===== config.mk =====
export PLATFORM = sky130hd
export DESIGN_NAME = bcd_trigger_counter
export DESIGN_NICKNAME = d
export VERILOG_FILES = /design/src/rtl/bcd_trigger_counter.sv
export SDC_FILE = /design/constraint.sdc
export NUM_CORES = 1
export LEC_CHECK = 0
export ABC_AREA = 1
export CORE_UTILIZATION = 54
export DETAILED_ROUTE_END_ITERATION = 8
export GPL_TIMING_DRIVEN = 0
export PLACE_DENSITY = 0.86
export SETUP_SLACK_MARGIN = 0.2
export SYNTH_ARGS = -nofsm -noshare
export SYNTH_HDL_FRONTEND = slang
export SYNTH_SLANG_ARGS = --single-unit

===== constraint.sdc =====
create_clock -name clk -period 3.4 [get_ports clk]
set_input_delay 0.68 -clock clk [delete_from_list [all_inputs] [get_ports clk]]
set_output_delay 0.68 -clock clk [all_outputs]
set_load 0.03 [all_outputs]

===== src/rtl/bcd_trigger_counter.sv =====
// rtl/bcd_trigger_counter.sv - packed-BCD trigger counter with rippled carry and refresh-latched display
module bcd_trigger_counter #(
    parameter int DIGITS = 6
) (
    input  logic                  clk,
    input  logic                  reset,
    input  logic                  inc_clk,
    input  logic [DIGITS-1:0]     trigger,
    input  logic                  ref_clk,
    output logic [4*DIGITS-1:0]   count_out,
    output logic                  busy,
    output logic                  ref_done,
    output logic                  overflow,
    output logic                  missed
);

    typedef enum logic [0:0] {
        IDLE   = 1'b0,
        RIPPLE = 1'b1
    } state_t;

    // Index of the most significant digit; the ripple ends after processing it.
    localparam logic [3:0] LAST_IDX = 4'(DIGITS - 1);

    state_t                state_q,       state_d;
    logic [4*DIGITS-1:0]   work_q,        work_d;
    logic [DIGITS-1:0]     mask_q,        mask_d;
    logic [3:0]            idx_q,         idx_d;
    logic                  carry_q,       carry_d;
    logic                  ref_pending_q, ref_pending_d;
    logic [4*DIGITS-1:0]   count_q,       count_d;
    logic                  ref_done_q,    ref_done_d;
    logic                  overflow_q,    overflow_d;
    logic                  missed_q,      missed_d;

    logic [3:0]            cur_digit;
    logic                  cur_mask;
    logic [4:0]            digit_sum;
    logic                  digit_wrap;
    logic [3:0]            next_digit;

    // Select the digit and mask bit currently addressed by the ripple index.
    always_comb begin
        cur_digit = '0;
        cur_mask  = 1'b0;
        for (int i = 0; i < DIGITS; i++) begin
            if (idx_q == 4'(i)) begin
                cur_digit = work_q[4*i +: 4];
                cur_mask  = mask_q[i];
            end
        end
    end

    // One BCD digit add: digit + request + incoming carry never exceeds 11.
    assign digit_sum  = {1'b0, cur_digit} + {4'b0000, cur_mask} + {4'b0000, carry_q};
    assign digit_wrap = (digit_sum >= 5'd10);
    assign next_digit = digit_wrap ? 4'(digit_sum - 5'd10) : digit_sum[3:0];

    // Next-state logic: ripple sequencing, refresh copy/deferral and sticky flags.
    always_comb begin
        state_d       = state_q;
        work_d        = work_q;
        mask_d        = mask_q;
        idx_d         = idx_q;
        carry_d       = carry_q;
        ref_pending_d = ref_pending_q;
        count_d       = count_q;
        ref_done_d    = 1'b0;
        overflow_d    = overflow_q;
        missed_d      = missed_q;

        case (state_q)
            IDLE: begin
                // The copy takes the pre-increment value when inc and ref coincide.
                if (ref_clk || ref_pending_q) begin
                    count_d       = work_q;
                    ref_done_d    = 1'b1;
                    ref_pending_d = 1'b0;
                end
                // An all-zero mask still walks every digit so busy timing is fixed.
                if (inc_clk) begin
                    mask_d  = trigger;
                    idx_d   = 4'd0;
                    carry_d = 1'b0;
                    state_d = RIPPLE;
                end
            end

            RIPPLE: begin
                for (int i = 0; i < DIGITS; i++) begin
                    if (idx_q == 4'(i)) begin
                        work_d[4*i +: 4] = next_digit;
                    end
                end
                if (idx_q == LAST_IDX) begin
                    // Carry out of the top digit is dropped: count wraps modulo 10^DIGITS.
                    carry_d    = 1'b0;
                    overflow_d = overflow_q | digit_wrap;
                    state_d    = IDLE;
                end else begin
                    carry_d = digit_wrap;
                    idx_d   = idx_q + 4'd1;
                end
                // The display must not show a half-rippled value; defer the copy.
                if (ref_clk) begin
                    ref_pending_d = 1'b1;
                end
                // A new increment cannot be queued; the ripple in flight is untouched.
                if (inc_clk) begin
                    missed_d = 1'b1;
                end
            end

            default: begin
                state_d = IDLE;
            end
        endcase
    end

    // State register with synchronous reset; reset aborts any ripple in flight.
    always_ff @(posedge clk) begin
        if (reset) begin
            state_q       <= IDLE;
            work_q        <= '0;
            mask_q        <= '0;
            idx_q         <= '0;
            carry_q       <= 1'b0;
            ref_pending_q <= 1'b0;
            count_q       <= '0;
            ref_done_q    <= 1'b0;
            overflow_q    <= 1'b0;
            missed_q      <= 1'b0;
        end else begin
            state_q       <= state_d;
            work_q        <= work_d;
            mask_q        <= mask_d;
            idx_q         <= idx_d;
            carry_q       <= carry_d;
            ref_pending_q <= ref_pending_d;
            count_q       <= count_d;
            ref_done_q    <= ref_done_d;
            overflow_q    <= overflow_d;
            missed_q      <= missed_d;
        end
    end

    assign count_out = count_q;
    assign busy      = (state_q == RIPPLE);
    assign ref_done  = ref_done_q;
    assign overflow  = overflow_q;
    assign missed    = missed_q;

endmodule


Word-level counts from Yosys, hierarchy flattened
Cells that the tools add are included.

cells by class
  multiplexer cells = 26
  $lt $le $gt $ge = 1
  reduce and logical (&&, ||, !) cells = 14
  add/sub/neg operators = 4
  eq/ne operators = 9
  bitwise gates (word level) = 2

operator list
  operator                                                                count
  4-bit 2-to-1 mux                                                        9
  2-bit AND reduction                                                     11
  1-bit 2-to-1 mux                                                        13
  4-bit by 2-bit == test with 1-bit output (second input constant)        2
  4-bit by 3-bit == test with 1-bit output (second input constant)        2
  2-bit != test (second input constant)                                   4
  4-bit case mux with 2 select lines                                      1
  1-bit case mux with 2 select lines                                      3
  4-bit by 1-bit adder with 5-bit output                                  1
  5-bit by 1-bit adder with 5-bit output                                  1
  5-bit by 4-bit >= comparator with 1-bit output (second input constant)  1
  4-bit by 1-bit adder with 4-bit output (second input constant)          1
  4-bit by 1-bit == test with 1-bit output (second input constant)        1
  4-bit zero test                                                         1
  4-bit subtractor (second input constant)                                1
  2-bit OR reduction                                                      1
  1-bit logical OR                                                        1
  1-bit NOT                                                               1
  1-bit OR                                                                1

word-level totals
  register bits = 64
  output and inout port bits = 28
  logic and storage cells = 71
  input port bits = 10

Longest topological paths before layout
Gate-level depths: netlist of run 1.

  word-level depth = 12
  mapped depth = 24
  mapped depth without buffers = 24

Least setup slack after synthesis of run 1
No wires, ideal clock.

  path kind = register to register
  start = register idx_q[1]
  end = register work_q[21]
  library setup time = 0.109 ns
  required time = 3.291 ns
  buffers on the path = 0
  data arrival time = 2.876 ns
  period minus slack after synthesis = 2.985 ns
  path slack = 0.415 ns
  cell stages (with the launch flop) = 23
  cell sequence = dfxtp_1 -> inv_1 -> ha_1 -> inv_1 -> nor2_1 -> inv_1 -> o21ai_0 -> a31oi_1 -> o21ai_0 -> o22ai_1 -> fa_1 -> inv_1 -> ha_1 -> nand3_1 -> nand2_1 -> inv_1 -> ha_1 -> nand2_1 -> nand3_2 -> nand3_1 -> nand3_1 -> nand2_1 -> inv_1

on the way
  longest elaborated chain between the ends = 11
  elaborated cells on any way between the ends = 24

ends and longest elaborated chain
  item                                                                                line    RTL
  start, declared                                                                     28      logic [3:0] idx_q, idx_d;
  start signal, assigned                                                              137     idx_q <= idx_d;
  4-bit zero test                                                                     47      if (idx_q == 4'(i)) begin
  4-bit 2-to-1 mux or 1-bit 2-to-1 mux (tied branches) (6 in a row)                   47
  4-bit by 1-bit adder with 5-bit output                                              55      assign digit_sum = {1'b0, cur_digit} + {4'b0000, cur_mask} + {4'b0000, carry_q};
  5-bit by 1-bit adder with 5-bit output                                              55
  4-bit subtractor or 5-bit by 4-bit >= comparator with 1-bit output (tied branches)  57, 56
  4-bit 2-to-1 mux                                                                    57      assign next_digit = digit_wrap ? 4'(digit_sum - 5'd10) : digit_sum[3:0];
  end signal, assigned                                                                135     work_q <= work_d;
  end, declared                                                                       26      logic [4*DIGITS-1:0] work_q, work_d;

Several ways; a longest one is shown, not always the timed one.
A chain may end at the register's enable or synchronous reset.

Final worst setup path of run 1
  start = register idx_q[1]
  end = register work_q[13]

Same word-level chain as after synthesis.

==> results of run 1 <==
layout make-up:
cell class,count,area (sq um)
Buffer,11,42.5
Clock buffer,14,183
Clock inverter,2,35.0
Fill cell,411,1390
Inverter,65,249
Multi-Input combinational cell,255,1420
Sequential cell,64,1290
Tap cell,70,87.6
Timing Repair Buffer,43,413
worst max-delay path by stage:
stage,depth (start not counted),endpoint,start,slack [ps]
after CTS,23,work_q[6]$_SDFFE_PP0P_,idx_q[1]$_SDFFE_PP0P_,220
after global routing,24,work_q[21]$_SDFFE_PP0P_,idx_q[1]$_SDFFE_PP0P_,160
after global placement,22,work_q[21]$_SDFFE_PP0P_,idx_q[1]$_SDFFE_PP0P_,3
after floorplan,22,work_q[21]$_SDFFE_PP0P_,idx_q[1]$_SDFFE_PP0P_,420
after detailed placement,22,work_q[13]$_SDFFE_PP0P_,idx_q[1]$_SDFFE_PP0P_,-60
final,24,work_q[13]$_SDFFE_PP0P_,idx_q[1]$_SDFFE_PP0P_,330
sequential cells by signal, indices dropped and copies added, names as in the netlist:
signal and cells:
count_out 24, work_q 24, mask_q 6, idx_q 4
busy 1, carry_q 1, missed 1, overflow 1
ref_done 1, ref_pending_q 1
cells in the mapped netlist (2+ instances only):
cell / n / area, sq um
clkbuf_1: 10 / 37.5
o21ai_0: 48 / 240
o22ai_1: 2 / 12.5
inv_1: 60 / 225
ha_1: 6 / 75.1
clkinv_1: 5 / 18.8
o21ai_1: 4 / 20.0
nand2_4: 3 / 33.8
a31oi_1: 3 / 18.8
nand3_1: 29 / 145
a211oi_1: 2 / 15.0
dfxtp_1: 64 / 1280
nand2_2: 6 / 37.5
nor2_1: 48 / 180
or2_1: 2 / 12.5
nand2_1: 49 / 184
a21oi_1: 43 / 215
o21a_1: 2 / 15.0
nand3_2: 2 / 20.0
through the flow:
step           power, mW  utilization  setup WS (ps)  cells
2_1_floorplan       1.04            -            415    395
3_3_place_gp        1.14        0.648           3.06    501
3_5_place_dp        1.15        0.648          -60.6    501
4_1_cts             1.85        0.705            217    519
5_1_grt             1.98        0.729            165    524
6_report            1.90        0.729            326    524
worst register-to-register path, stage by stage, from the launching register on:
cell and delay, ps:
dfxtp_4 370, inv_4 80, ha_4 180, inv_4 60
nor2_4 120, inv_2 40, o21ai_0 60, a31oi_1 130
o21ai_1 190, o22ai_2 120, fa_2 390, inv_2 90
ha_4 150, inv_1 60, nand2_2 80, nand2_2 70
inv_2 70, ha_4 140, nand2_4 60, nand3_4 110
nand2_4 100, nand2_4 120, nand3_1 80, nand2_1 90
inv_1 30
layer usage:
layer / GRT usage / vias to the layer above
li1: - / 1383
met2: 0.456 / 106
met4: 0.172 / 0
met5: 0 / -
met3: 0.0509 / 22
met1: 0.362 / 1303
power breakdown:
part	internal [mW]	leakage, nW	switching (mW)	total (mW)
clock	0.418	0.113	0.283	0.701
sequential	0.792	0.525	0.0236	0.816
combinational	0.143	0.922	0.236	0.379
total	1.35	1.56	0.543	1.90
timing repair:
| item | CTS | global route |
|---|---|---|
| gates resized for setup | 17 | 25 |
| buffers inserted | 2 | 5 |
| pin swaps | 2 | 12 |
| setup endpoints to repair | 20 | 20 |
| endpoints found under the hold margin | 0 | 0 |
cell families after synthesis:
| kind of cell | Yosys count | synth area share |
|---|---|---|
| flops | 64 | 0.448 |
| compound gates | 106 | 0.193 |
| buf+inv | 76 | 0.100 |
| fa+ha+maj | 7 | 0.0332 |
| simple gates | 142 | 0.225 |
==> flow_summary.ini, run 1 <==
[clock_network]
cts_buffer_depth = 2
cts.clk_slew.worst_paths_ps = 60
cts-root-buf = clkbuf_8
clk_latency_ps = 350
clkSinkCount = 64
hold_buffers = 0
cts_made_buffers = 9
cts.htree.levels = 3
tritoncts = done

[timing]
final_max_slew_viol_count = 0
setup_viol = 0
rsz0062_at_grt = no
skew_ps = 5.97
hold_violations = 0
whs_ps = 470
worst_pin_slew_ps = 680
relSlewSlack = 0.545
fin_crit_sh = 0.904
max_freq_ghz = 0.325
finalSetupTns_ps = 0
fin_crit_ps = 3070

[floorplan]
die_h_um = 74.8
num_rows = 26
die_w_um = 74.8
io_pins = 38
design.core.area_sq_um = 5110
dieArea_sq_um = 5590
initial_core_util = 0.560

[worst_setup_path]
cp_top_family = adder cells
r2r_start = idx_q[1]$_SDFFE_PP0P_
r2r_end = work_q[13]$_SDFFE_PP0P_
cp_cell_sequence = inv_4 > ha_4 > inv_4 > nor2_4 > inv_2 > o21ai_0 > a31oi_1 > o21ai_1 > o22ai_2 > fa_2 > inv_2 > ha_4 > inv_1 > nand2_2 > nand2_2 > inv_2 > ha_4 > nand2_4 > nand3_4 > nand2_4 > nand2_4 > nand3_1 > nand2_1 > inv_1
crit_slowest_cell = fa_2
reg2reg_depth = 24
endpoint_kind = flip-flop
crit_type = flip-flop to flip-flop
reg2reg_slack_ps = 330
cpPeakStageDelay_ps = 390
crit_buf_inv = 7
required_ps = 3650
path_max_fanout = 6
cp.arrival_ps = 3330
cp-start-kind = flip-flop

[global_routing]
grt_first_pass_wirelength_mm = 11.5
grt_max_degree = 11
groute.usage.overall = 0.286
antenna_found_initial = 0
first_global_vias = 2457
grt_overflow = 0

[placement]
place_congestion = 0.981
post_dp_cell_area_sq_um = 3310
hpwl_mm = 4.98
port_buffers = 36

[hold_path]
hold_path_class = flip-flop to flip-flop
whs_path_depth = 2
hold_start = missed$_SDFFE_PP0P_
hold_path_end = missed$_SDFFE_PP0P_

[route]
wl_met1_mm = 3.29
totalWireLength_mm = 7.54
drc = 0
wl_per_cell_um = 14.4
via_per_inst = 5.37
vias = 2814
wl_met3_um = 435
ant_nets = 0
wl_met2_mm = 3.54
top_layer = met4
dr.pass1.iters = 5
drt_first_iter_violations = 228

[synthesis]
synthesis.nets = 412
ys_warn_count = 0
async_flop_share = 0
synth_area_sq_um = 2860
synth-edff-count = 0
ys_ff_latch = 64
ys.flop_type = dfxtp_1
synth_cell_types = 26
syn_avg_cell_area_sq_um = 7.24
syn_inst = 395
ys_seq_area_frac = 0.448

[finish]
design_area_sq_um = 3720
drive_gt1_frac = 0.134
antenna_cells = 0
nets = 466
layout_common_cells = dfxtp_1, inv_1, nor2_1
layout_commonest_cell = dfxtp_1
syn2layout_area_growth_pct = 30.1

[flow_run]
cap_violations = 0

[power]
ir_drop_uv = 312
p_per_area_nw_per_um2 = 509
leakage_nw = 1.56

[run_status]
status = complete, no violations
No activity file was read; power rests on OpenSTA's default activity.
==> run 2, diff against run 1 <==
--- a/config.mk
+++ b/config.mk
@@ -9,6 +9,7 @@
 export CORE_UTILIZATION = 54
 export DETAILED_ROUTE_END_ITERATION = 8
 export GPL_TIMING_DRIVEN = 0
+export HOLD_SLACK_MARGIN = 0.02
 export PLACE_DENSITY = 0.86
 export SETUP_SLACK_MARGIN = 0.2
 export SYNTH_ARGS = -nofsm -noshare
==> results of run 2 <==
No change in the layout: final DEF, timing and power equal those of run 1.
==> run 3, diff against run 2 <==
--- a/config.mk
+++ b/config.mk
@@ -6,6 +6,7 @@
 export NUM_CORES = 1
 export LEC_CHECK = 0
 export ABC_AREA = 1
+export CORE_MARGIN = 10
 export CORE_UTILIZATION = 54
 export DETAILED_ROUTE_END_ITERATION = 8
 export GPL_TIMING_DRIVEN = 0
==> run 3 against run 2 <==
Against the previous run: critical path depth fell by 4; design area rose by 1.4%; critical path type unchanged; routed wire length rose by 12%; clock skew rose by 2.9 ps; sequential power barely moved; power fell by 7.2%; setup slack got worse by 150 ps; largest power group unchanged.
==> flow_summary.ini, run 3 (same netlist as run 1, synthesis figures left out) <==
[floorplan]
design.core.area_sq_um = 5110
die_w_um = 92.8
dieArea_sq_um = 8610
initial_core_util = 0.560
die_h_um = 92.8
io_pins = 38
num_rows = 26

[route]
dr.pass1.iters = 6
vias = 3018
via_per_inst = 5.73
drt_first_iter_violations = 376
ant_nets = 0
drc = 0
wl_per_cell_um = 16.0
totalWireLength_mm = 8.45

[finish]
utilization = 0.739
layout_commonest_cell = dfxtp_1
layout_common_cells = dfxtp_1, inv_1, nor2_1
syn2layout_area_growth_pct = 31.9
drive_gt1_frac = 0.153
antenna_cells = 0
nets = 470

[clock_network]
cts-root-buf = clkbuf_8
clkSinkCount = 64
cts.htree.levels = 3
cts.clk_slew.worst_paths_ps = 60
hold_buffers = 0
tritoncts = done
cts_buffer_depth = 2
clk_latency_ps = 350
cts_made_buffers = 9

[global_routing]
grt_first_pass_wirelength_mm = 12.9
first_global_vias = 2773
antenna_found_initial = 0
groute.usage.overall = 0.185
grt_overflow = 0
grt_max_degree = 11

[timing]
setup_viol = 0
max_freq_ghz = 0.310
rsz0062_at_grt = yes
skew_ps = 8.89
final_max_slew_viol_count = 0
fin_crit_sh = 0.948
hold_violations = 0
finalSetupTns_ps = 0
worst_pin_slew_ps = 691
relSlewSlack = 0.538
fin_crit_ps = 3220

[power]
p_per_area_nw_per_um2 = 466
leakage_nw = 1.57
ir_drop_uv = 322

[flow_run]
cap_violations = 0

[placement]
port_buffers = 36
hpwl_mm = 5.30
place_congestion = 0.925

[hold_path]
hold_path_class = flip-flop to flip-flop

[worst_setup_path]
crit_type = flip-flop to flip-flop
cp-start-kind = flip-flop
required_ps = 3610
path_max_fanout = 6
cp.arrival_ps = 3440
endpoint_kind = flip-flop

[run_status]
status = complete, no violations
-- run 3: area by class of cell --
class | instances | area (sq um)
Tap cell | 70 | 87.6
Buffer | 11 | 42.5
Timing Repair Buffer | 47 | 450
Clock buffer | 14 | 143
Sequential cell | 64 | 1280
Inverter | 65 | 253
Fill cell | 361 | 1330
Multi-Input combinational cell | 255 | 1510
Clock inverter | 1 | 5.00
-- run 3: path summary, 6_finish.rpt --
path | startpoint | to | slack, ps | depth (start not counted)
worst max-delay path | idx_q[0]$_SDFFE_PP0P_ | work_q[15]$_SDFFE_PP0P_ | 180 | 20
worst min-delay path | work_q[16]$_SDFFE_PP0P_ | count_out[16]$_SDFFE_PP0P_ | 470 | 2
worst max register to register | idx_q[0]$_SDFFE_PP0P_ | work_q[15]$_SDFFE_PP0P_ | 180 | 20
worst min register to register | work_q[16]$_SDFFE_PP0P_ | count_out[16]$_SDFFE_PP0P_ | 470 | 2
-- run 3: through the flow --
stage	cell area [sq um]	setup WS (ps)	std cells	hold slack (ps)	power (mW)
3_3_place_gp	3310	-5.87	501	451	1.14
4_1_cts	3550	186	519	472	1.69
5_1_grt	3770	43.5	527	484	1.83
6_report	3770	175	527	468	1.76
3_5_place_dp	3310	-90.0	501	463	1.15
2_1_floorplan	2860	415	395	434	1.04
-- run 3: report_power, final --
group / internal [mW] / total, mW / switching [mW]
clock network: 0.261 / 0.536 / 0.275
logic: 0.155 / 0.408 / 0.253
registers: 0.792 / 0.815 / 0.0233
total: 1.21 / 1.76 / 0.551
-- run 3: metal layers --
layer  vias up  GRT usage  part of all wire
li1       1396          -                 -
met4         0      0.102             0.039
met5         -          0                 0
met3        39     0.0573              0.10
met2       210      0.301              0.49
met1      1373      0.212              0.37
-- run 3: worst max-delay path, cell delays in order, from the launching register on --
cell and delay, ps:
dfxtp_1 410, ha_4 210, clkinvlp_4 150, nor2_4 180, buf_6 110, nand2_2 50, o21ai_2 50, nand2_1 60
a31oi_1 160, o22ai_1 130, fa_2 360, inv_2 100, ha_4 180, nand3_4 100, nand2_4 100, inv_4 40
ha_4 160, buf_4 140, or2_4 250, nand2_8 100, a21oi_1 70
-- run 3: timing repair --
action	4_1_cts	5_1_grt
buffers inserted	3	8
endpoints found under the setup margin	20	20
pin swaps	3	22
gates resized for setup	17	43
endpoints found under the hold margin	0	0
